[config.mk]
export PLATFORM = sky130hd
export DESIGN_NAME = uart_tx_buffered
export DESIGN_NICKNAME = d
export VERILOG_FILES = /design/src/rtl/uart_tx_buffered.sv
export SDC_FILE = /design/constraint.sdc
export NUM_CORES = 1
export LEC_CHECK = 0
export ABC_AREA = 1
export CAP_MARGIN = 10
export CORE_ASPECT_RATIO = 1.4
export CORE_UTILIZATION = 58
export CTS_BUF_LIST = sky130_fd_sc_hd__clkbuf_8
export CTS_CLUSTER_DIAMETER = 40
export CTS_CLUSTER_SIZE = 24
export DETAILED_ROUTE_END_ITERATION = 7
export PLACE_DENSITY = 0.86
export SETUP_SLACK_MARGIN = 0.02
export SLEW_MARGIN = 20
export SYNTH_ARGS = -nofsm -noshare
export SYNTH_HDL_FRONTEND = slang
export SYNTH_SLANG_ARGS = --single-unit
[constraint.sdc]
create_clock -name clk -period 2.15 [get_ports clk]
set_clock_uncertainty 0.1 [all_clocks]
set_input_delay 0.43 -clock clk [delete_from_list [all_inputs] [get_ports clk]]
set_output_delay 0.43 -clock clk [all_outputs]
set_load 0.01 [all_outputs]
[src/rtl/uart_tx_buffered.sv]
// uart_tx_buffered: buffered serial transmitter for the vga_serial_display path.
//   Frames each byte as 8N1 / 8E1 / 8O1 with one or two stop bits and drives the UART TX pin.
//   A one-byte holding register accepts the next byte while the current frame shifts out,
//   so queued frames leave back to back with no idle gap between the stop bit and the next start bit.
// Ports:
//   clk, rst   rising-edge clock, synchronous active-high reset
//   tx_data    byte to send, captured on an accepting edge of tx_start
//   tx_start   request strobe; a held level counts as one request per accepting edge
//   tx         serial line, idle high, straight from a flop
//   busy       high while a frame is on the line
//   ready      high while the holding register is empty
//   tx_done    one-cycle pulse after the final stop bit of each frame
//   overrun    one-cycle pulse when a request arrives with nowhere to put it (byte dropped)
module uart_tx_buffered #(
  parameter int CLK_FREQ  = 100_000_000,
  parameter int BAUD_RATE = 115200,
  parameter int PARITY    = 0,  // 0 none, 1 odd, 2 even
  parameter int STOP_BITS = 1   // 1 or 2
) (
  input  logic       clk,
  input  logic       rst,
  input  logic [7:0] tx_data,
  input  logic       tx_start,
  output logic       tx,
  output logic       busy,
  output logic       ready,
  output logic       tx_done,
  output logic       overrun
);

  // Rounded integer divider; there is no fractional correction, so the line
  // rate error is whatever this rounding leaves.
  localparam int BAUD_DIV = (CLK_FREQ + BAUD_RATE / 2) / BAUD_RATE;
  localparam int CNT_W    = (BAUD_DIV > 1) ? $clog2(BAUD_DIV) : 1;

  localparam logic [CNT_W-1:0] CNT_LAST  = CNT_W'(BAUD_DIV - 1);
  localparam logic [2:0]       STOP_LAST = 3'(STOP_BITS - 1);
  localparam logic [2:0]       DATA_LAST = 3'd7;

  localparam logic [2:0] S_IDLE   = 3'd0;
  localparam logic [2:0] S_START  = 3'd1;
  localparam logic [2:0] S_DATA   = 3'd2;
  localparam logic [2:0] S_PARITY = 3'd3;
  localparam logic [2:0] S_STOP   = 3'd4;

  logic [2:0]       state;
  logic [CNT_W-1:0] baud_cnt;
  logic [2:0]       bit_idx;     // data bit index in DATA, stop bit index in STOP
  logic [7:0]       shift;
  logic             par_bit;
  logic [7:0]       hold_byte;
  logic             hold_full;

  logic bit_end;
  logic frame_end;
  logic load;
  logic accept;
  logic hold_par;

  assign bit_end   = (baud_cnt == CNT_LAST);
  assign frame_end = (state == S_STOP) && bit_end && (bit_idx == STOP_LAST);

  // The shifter takes the held byte either from idle or on the very edge the
  // previous frame ends, which is what removes the inter-frame gap.
  assign load = hold_full && ((state == S_IDLE) || frame_end);

  // On a load edge the holding register is being emptied, so a request on
  // that same edge is accepted rather than flagged as an overrun.
  assign accept = tx_start && (!hold_full || load);

  // Parity is computed from the held byte at load time so it is ready long
  // before the parity slot, independent of how far the shifter has moved.
  assign hold_par = (PARITY == 2) ? (^hold_byte) : ~(^hold_byte);

  assign ready = !hold_full;
  assign busy  = (state != S_IDLE);

  always_ff @(posedge clk) begin
    if (rst) begin
      state     <= S_IDLE;
      baud_cnt  <= '0;
      bit_idx   <= '0;
      shift     <= '0;
      par_bit   <= 1'b0;
      hold_byte <= '0;
      hold_full <= 1'b0;
      tx        <= 1'b1;
      tx_done   <= 1'b0;
      overrun   <= 1'b0;
    end else begin
      tx_done <= frame_end;
      overrun <= tx_start && hold_full && !load;

      // Holding register
      if (accept) begin
        hold_byte <= tx_data;
        hold_full <= 1'b1;
      end else if (load) begin
        hold_full <= 1'b0;
      end

      if (load) begin
        shift    <= hold_byte;
        par_bit  <= hold_par;
        state    <= S_START;
        tx       <= 1'b0;
        baud_cnt <= '0;
        bit_idx  <= '0;
      end else begin
        case (state)
          S_IDLE: begin
            tx       <= 1'b1;
            baud_cnt <= '0;
            bit_idx  <= '0;
          end

          S_START: begin
            if (bit_end) begin
              baud_cnt <= '0;
              bit_idx  <= '0;
              state    <= S_DATA;
              tx       <= shift[0];
            end else begin
              baud_cnt <= baud_cnt + 1'b1;
            end
          end

          S_DATA: begin
            if (bit_end) begin
              baud_cnt <= '0;
              if (bit_idx == DATA_LAST) begin
                bit_idx <= '0;
                if (PARITY != 0) begin
                  state <= S_PARITY;
                  tx    <= par_bit;
                end else begin
                  state <= S_STOP;
                  tx    <= 1'b1;
                end
              end else begin
                // shift[1] is the bit that becomes shift[0] after this edge
                bit_idx <= bit_idx + 1'b1;
                shift   <= {1'b0, shift[7:1]};
                tx      <= shift[1];
              end
            end else begin
              baud_cnt <= baud_cnt + 1'b1;
            end
          end

          S_PARITY: begin
            if (bit_end) begin
              baud_cnt <= '0;
              bit_idx  <= '0;
              state    <= S_STOP;
              tx       <= 1'b1;
            end else begin
              baud_cnt <= baud_cnt + 1'b1;
            end
          end

          S_STOP: begin
            tx <= 1'b1;
            if (bit_end) begin
              baud_cnt <= '0;
              if (bit_idx == STOP_LAST) begin
                // holding full at this point is handled by the load branch
                bit_idx <= '0;
                state   <= S_IDLE;
              end else begin
                bit_idx <= bit_idx + 1'b1;
              end
            end else begin
              baud_cnt <= baud_cnt + 1'b1;
            end
          end

          default: begin
            state    <= S_IDLE;
            tx       <= 1'b1;
            baud_cnt <= '0;
            bit_idx  <= '0;
          end
        endcase
      end
    end
  end

endmodule

== After elaboration in Yosys (flattened, before gate mapping) ==
Index checks and enable logic that the tools add are counted.
W data, S select, Z words.
Operators by class
  $add $sub $neg: 2
  equality and inequality tests: 21
  mux-type cells: 26
  reductions and logical operators: 25
  bitwise logic cells: 2
Operators by type and width (number)
  $mux W3: 11
  $mux W8: 4
  $ne A3 B3 Y1 const B: 5
  $pmux W3 S5: 1
  $ne A2 B2 Y1 const B: 7
  $reduce_and A7 Y1: 2
  $add A10 B1 Y10 const B: 1
  $eq A10 B10 Y1 const B: 1
  $pmux W3 S3: 1
  $reduce_and A3 Y1: 3
  $mux W1: 8
  $reduce_or A4 Y1: 2
  $eq A3 B2 Y1 const B: 2
  $eq A3 B3 Y1 const B: 2
  $logic_and A1 B1 Y1: 6
  $logic_not A3 Y1: 2
  $reduce_bool A2 Y1: 3
  $ne A2 B1 Y1 const B: 2
  $reduce_or A2 Y1: 2
  $add A3 B1 Y3 const B: 1
  $eq A3 B1 Y1 const B: 1
  $ne A3 B2 Y1 const B: 1
  $pmux W1 S3: 1
  $reduce_bool A3 Y1: 1
  3 further kinds: 6
Word-level totals
  bits in registers: 36
  logic and storage cells: 86
  output and inout bits: 5

== Logic depth before layout (Yosys ltp) ==
  depth in word-level cells: 8
  depth in mapped cells: 11
  gate-level depth less buffers: 11

== Worst setup path before layout ==
No wires, ideal clock.
  kind: register to register
  start: register baud_cnt[0]
  end: register tx
  buffers on the path: 1
  path slack: 0.624 ns
  stages on the path, launching flop included: 10
  data required time: 1.930 ns
  setup time: 0.120 ns
  data arrival time: 1.306 ns
  path through: dfxtp_1 -> ha_1 -> nand2_1 -> nor2_2 -> nand3_2 -> nand2_4 -> nand2_4 -> buf_6 -> o211ai_1 -> nand2_1
Between the ends
  word-level cells in the longest chain between the ends: 7
  elaborated cells between the ends (all ways): 10
  classes of those cells: 4 x eq/ne; 1 x mux; 5 x reduce/logical
RTL lines
  from (decl): line 47  | logic [CNT_W-1:0] baud_cnt;
  from (signal assigned): line 124  | baud_cnt <= baud_cnt + 1'b1;
  from (signal assigned): line 147  | baud_cnt <= baud_cnt + 1'b1;
  from (signal assigned): line 158  | baud_cnt <= baud_cnt + 1'b1;
  $eq A10 B10 Y1 *: line 60  | assign bit_end = (baud_cnt == CNT_LAST);
  $logic_and A1 B1 Y1 (2 in a row): line 61  | assign frame_end = (state == S_STOP) && bit_end && (bit_idx == STOP_LAST);
  $logic_or A1 B1 Y1: line 65  | assign load = hold_full && ((state == S_IDLE) || frame_end);
  $logic_and A1 B1 Y1: line 65
  $ne A3 B3 Y1 (no line)
  $reduce_and A3 Y1 (no line)
  to (signal assigned): line 122  | tx <= shift[0];
  to (signal assigned): line 135  | tx <= par_bit;
  to (signal assigned): line 144  | tx <= shift[1];
  to (decl): line 24  | output logic tx,
Every way passes the cells marked *; elsewhere a longest branch is shown, timed or not.
A chain may end at the register's enable or synchronous reset.

== Final worst setup path ==
  start: register state[2]
  end: output busy
Between the ends
  word-level cells in the longest chain between the ends: 1
RTL lines
  from (decl): line 46  | logic [2:0] state;
  from (signal assigned): line 80  | state <= S_IDLE;
  from (signal assigned): line 105  | state <= S_START;
  from (signal assigned): line 121  | state <= S_DATA;
  $reduce_bool A3 Y1: line 76  | assign busy = (state != S_IDLE);
  to (decl): line 25  | output logic busy,
No other way between the ends.

==> reports/metrics.cfg <==
[outcome]
status=finished clean

[floorplanning]
io_pins=16
initial_core_util_pct=62.7
die_h_um=65.9
rows=22
core_area_um2=2700
fp.dieW_um=47.6
die-area_um2=3140

[global_route]
grt_max_degree=18
grt_pass1_vias=1397
grt_first_pass_wirelength_mm=5.44
antenna_found_initial=0
grt_usage_pct=24.7
grt_overflow=0

[placement]
dp_hpwl_mm=2.47
io_buffer_count=15
gp_congestion=0.916
dp_cells=283

[route]
drc=0
wl_mm=3.15
final_antenna_net_count=0
drt-pass1-iter-count=4
first_iter_violations=27
vias=1487
wl_per_cell_um=10.8
vias_per_cell=5.11

[layout]
drive_gt1_share_pct=9.02
fin_nets=269
diodes=0
final_cells=291
mostFrequentLayoutCells=nand2_1, dfxtp_1, nor2_1
syn_to_final_growth_pct=16.9
final_common_cell=nand2_1

[timing]
min_period_over_period_pct=93.4
finalSetupViolations=0
fin_crit_ns=2.01
timing.fmax_mhz=498
worst_pin_slew_ns=0.417
setup_tns_ns=0
rsz0062_at_grt=no
slew_headroom_pct=72.1
finalHoldViolCount=0
maxSlewViolCount=0

[synthesis]
synthCells=235
ys.warnings.count=0
synth_cell_types=26
seq_area_frac_synth_pct=42.6
synthFlopType=dfxtp_1
ys_async_sr_fraction_pct=0
syn_area_per_cell_um2=7.20
ys_ff_latch=36
syn_area_um2=1690
synth-edff-count=0
syn-num-nets=250

[clock_network]
cts_setup_buffers=0
ctsResizeCount=0
cts-root-buf=clkbuf_8
clk_latency_ns=0.29
path_clk_slew_ns=0.07
htreeDepth=2
numCtsBuffers=5
clkSinkCount=36
clk_path_buf_depth=2
cts_tree=yes
holdBufCountCts=0

[pwr]
peakVddDrop_mv=0.568
p_leak_nw=0.832
power.density_cell_area_nw_per_um2=729

[hold_path]
hp-class=reg -> reg

[critical_path]
required_ns=1.62
crit_buf_inv=2
critPathTopFamily=buffers and inverters
critPathArrivalTime_ns=1.48
critPathKind=reg -> out
cp_cell_sequence=inv_1 > nand2_1 > clkdlybuf4s50_1
critPathMaxStageDelay_ns=0.57
start_kind=flip-flop
crit_fanout=4
crit_path_end_kind=output pin
slowest_stage=clkdlybuf4s50_1

[job]
maxCapViolations=0

==> metrics by stage <==
step	power (mW)	hold slack [ns]	utilization, %	setup slack [ns]	area, um^2
after floorplan	0.835	0.318	-	0.624	1690
after global placement	0.883	0.343	69.3	0.307	1870
after detailed placement	0.888	0.352	69.3	0.289	1870
after CTS	1.45	0.365	73.3	0.128	1980
after global routing	1.51	0.393	73.3	0.0587	1980
final	1.44	0.360	73.3	0.142	1980
==> worst paths after layout <==
kind | cells past startpoint | slack (ns) | startpoint | endpoint
max | 3 | 0.14 | state[2] | busy
min | 1 | 0.36 | baud_cnt[0] | baud_cnt[0]
max reg2reg | 8 | 0.26 | baud_cnt[0] | shift[0]
min reg2reg | 1 | 0.36 | baud_cnt[0] | baud_cnt[0]
==> kinds of logic after synthesis <==
| family | share of synthesized area [%] |
|---|---|
| adders and majority gates | 2.96 |
| DFF | 42.6 |
| buffers and inverters | 7.62 |
| and+or+nand+nor | 34.4 |
| AOI/OAI and AO/OA | 10.4 |
| xor gates and xnor gates | 2.07 |
==> cell type report <==
type | instances | area [um^2]
Clock buffer | 5 | 68.8
Clock inverter | 3 | 38.8
Fill cell | 244 | 719
Inverter | 26 | 97.6
Multi-Input combinational cell | 168 | 842
Sequential cell | 36 | 721
Tap cell | 36 | 45.0
Timing Repair Buffer | 17 | 165
==> power by group <==
part           switching [mW]  internal (mW)  leakage [nW]
logic                  0.0906         0.0686         0.479
clock network           0.231          0.339        0.0593
registers              0.0167          0.697         0.294
total                   0.338           1.10         0.832
==> synthesized netlist by cell type, types with 3 or more instances <==
library cell / instances / area share, %
a21oi_1: 16 / 4.7
dfxtp_1: 36 / 43
ha_1: 4 / 3.0
inv_1: 23 / 5.1
inv_2: 3 / 0.67
nand2_1: 46 / 10
nand2_2: 3 / 1.1
nand3_1: 20 / 5.9
nand3b_1: 7 / 3.1
nand4_1: 4 / 1.5
nor2_1: 34 / 7.5
nor2_2: 4 / 1.5
nor3_1: 3 / 0.89
o21ai_0: 16 / 4.7
xor2_1: 3 / 1.6
==> layer usage <==
layer	GRT usage, %	vias up	wire (um)	share of wire (%)
li1	-	796	-	-
met4	9.72	0	55	1.7
met3	9.56	6	123	3.9
met2	44.7	27	1630	52
met1	23.6	658	1330	42
met5	0	-	0	0
==> worst reg2reg max path: cells and delay by family (launching register included) <==
family	cells	cell delay [ns]
AO/OA/AOI/OAI	1	0.30
adder cells (fa/ha/maj)	1	0.22
buffers and inverters	1	0.06
AND/OR/NAND/NOR	5	0.75
flip-flops	1	0.36
==> state kept, by name, summed over array words and instances, names as in the netlist <==
register and cells:
shift 8, baud_cnt 10, hold_byte 8, tx_done 1
overrun 1, state 3, tx 1, hold_full 1
bit_idx 3
(Power assumes the default switching activity.)
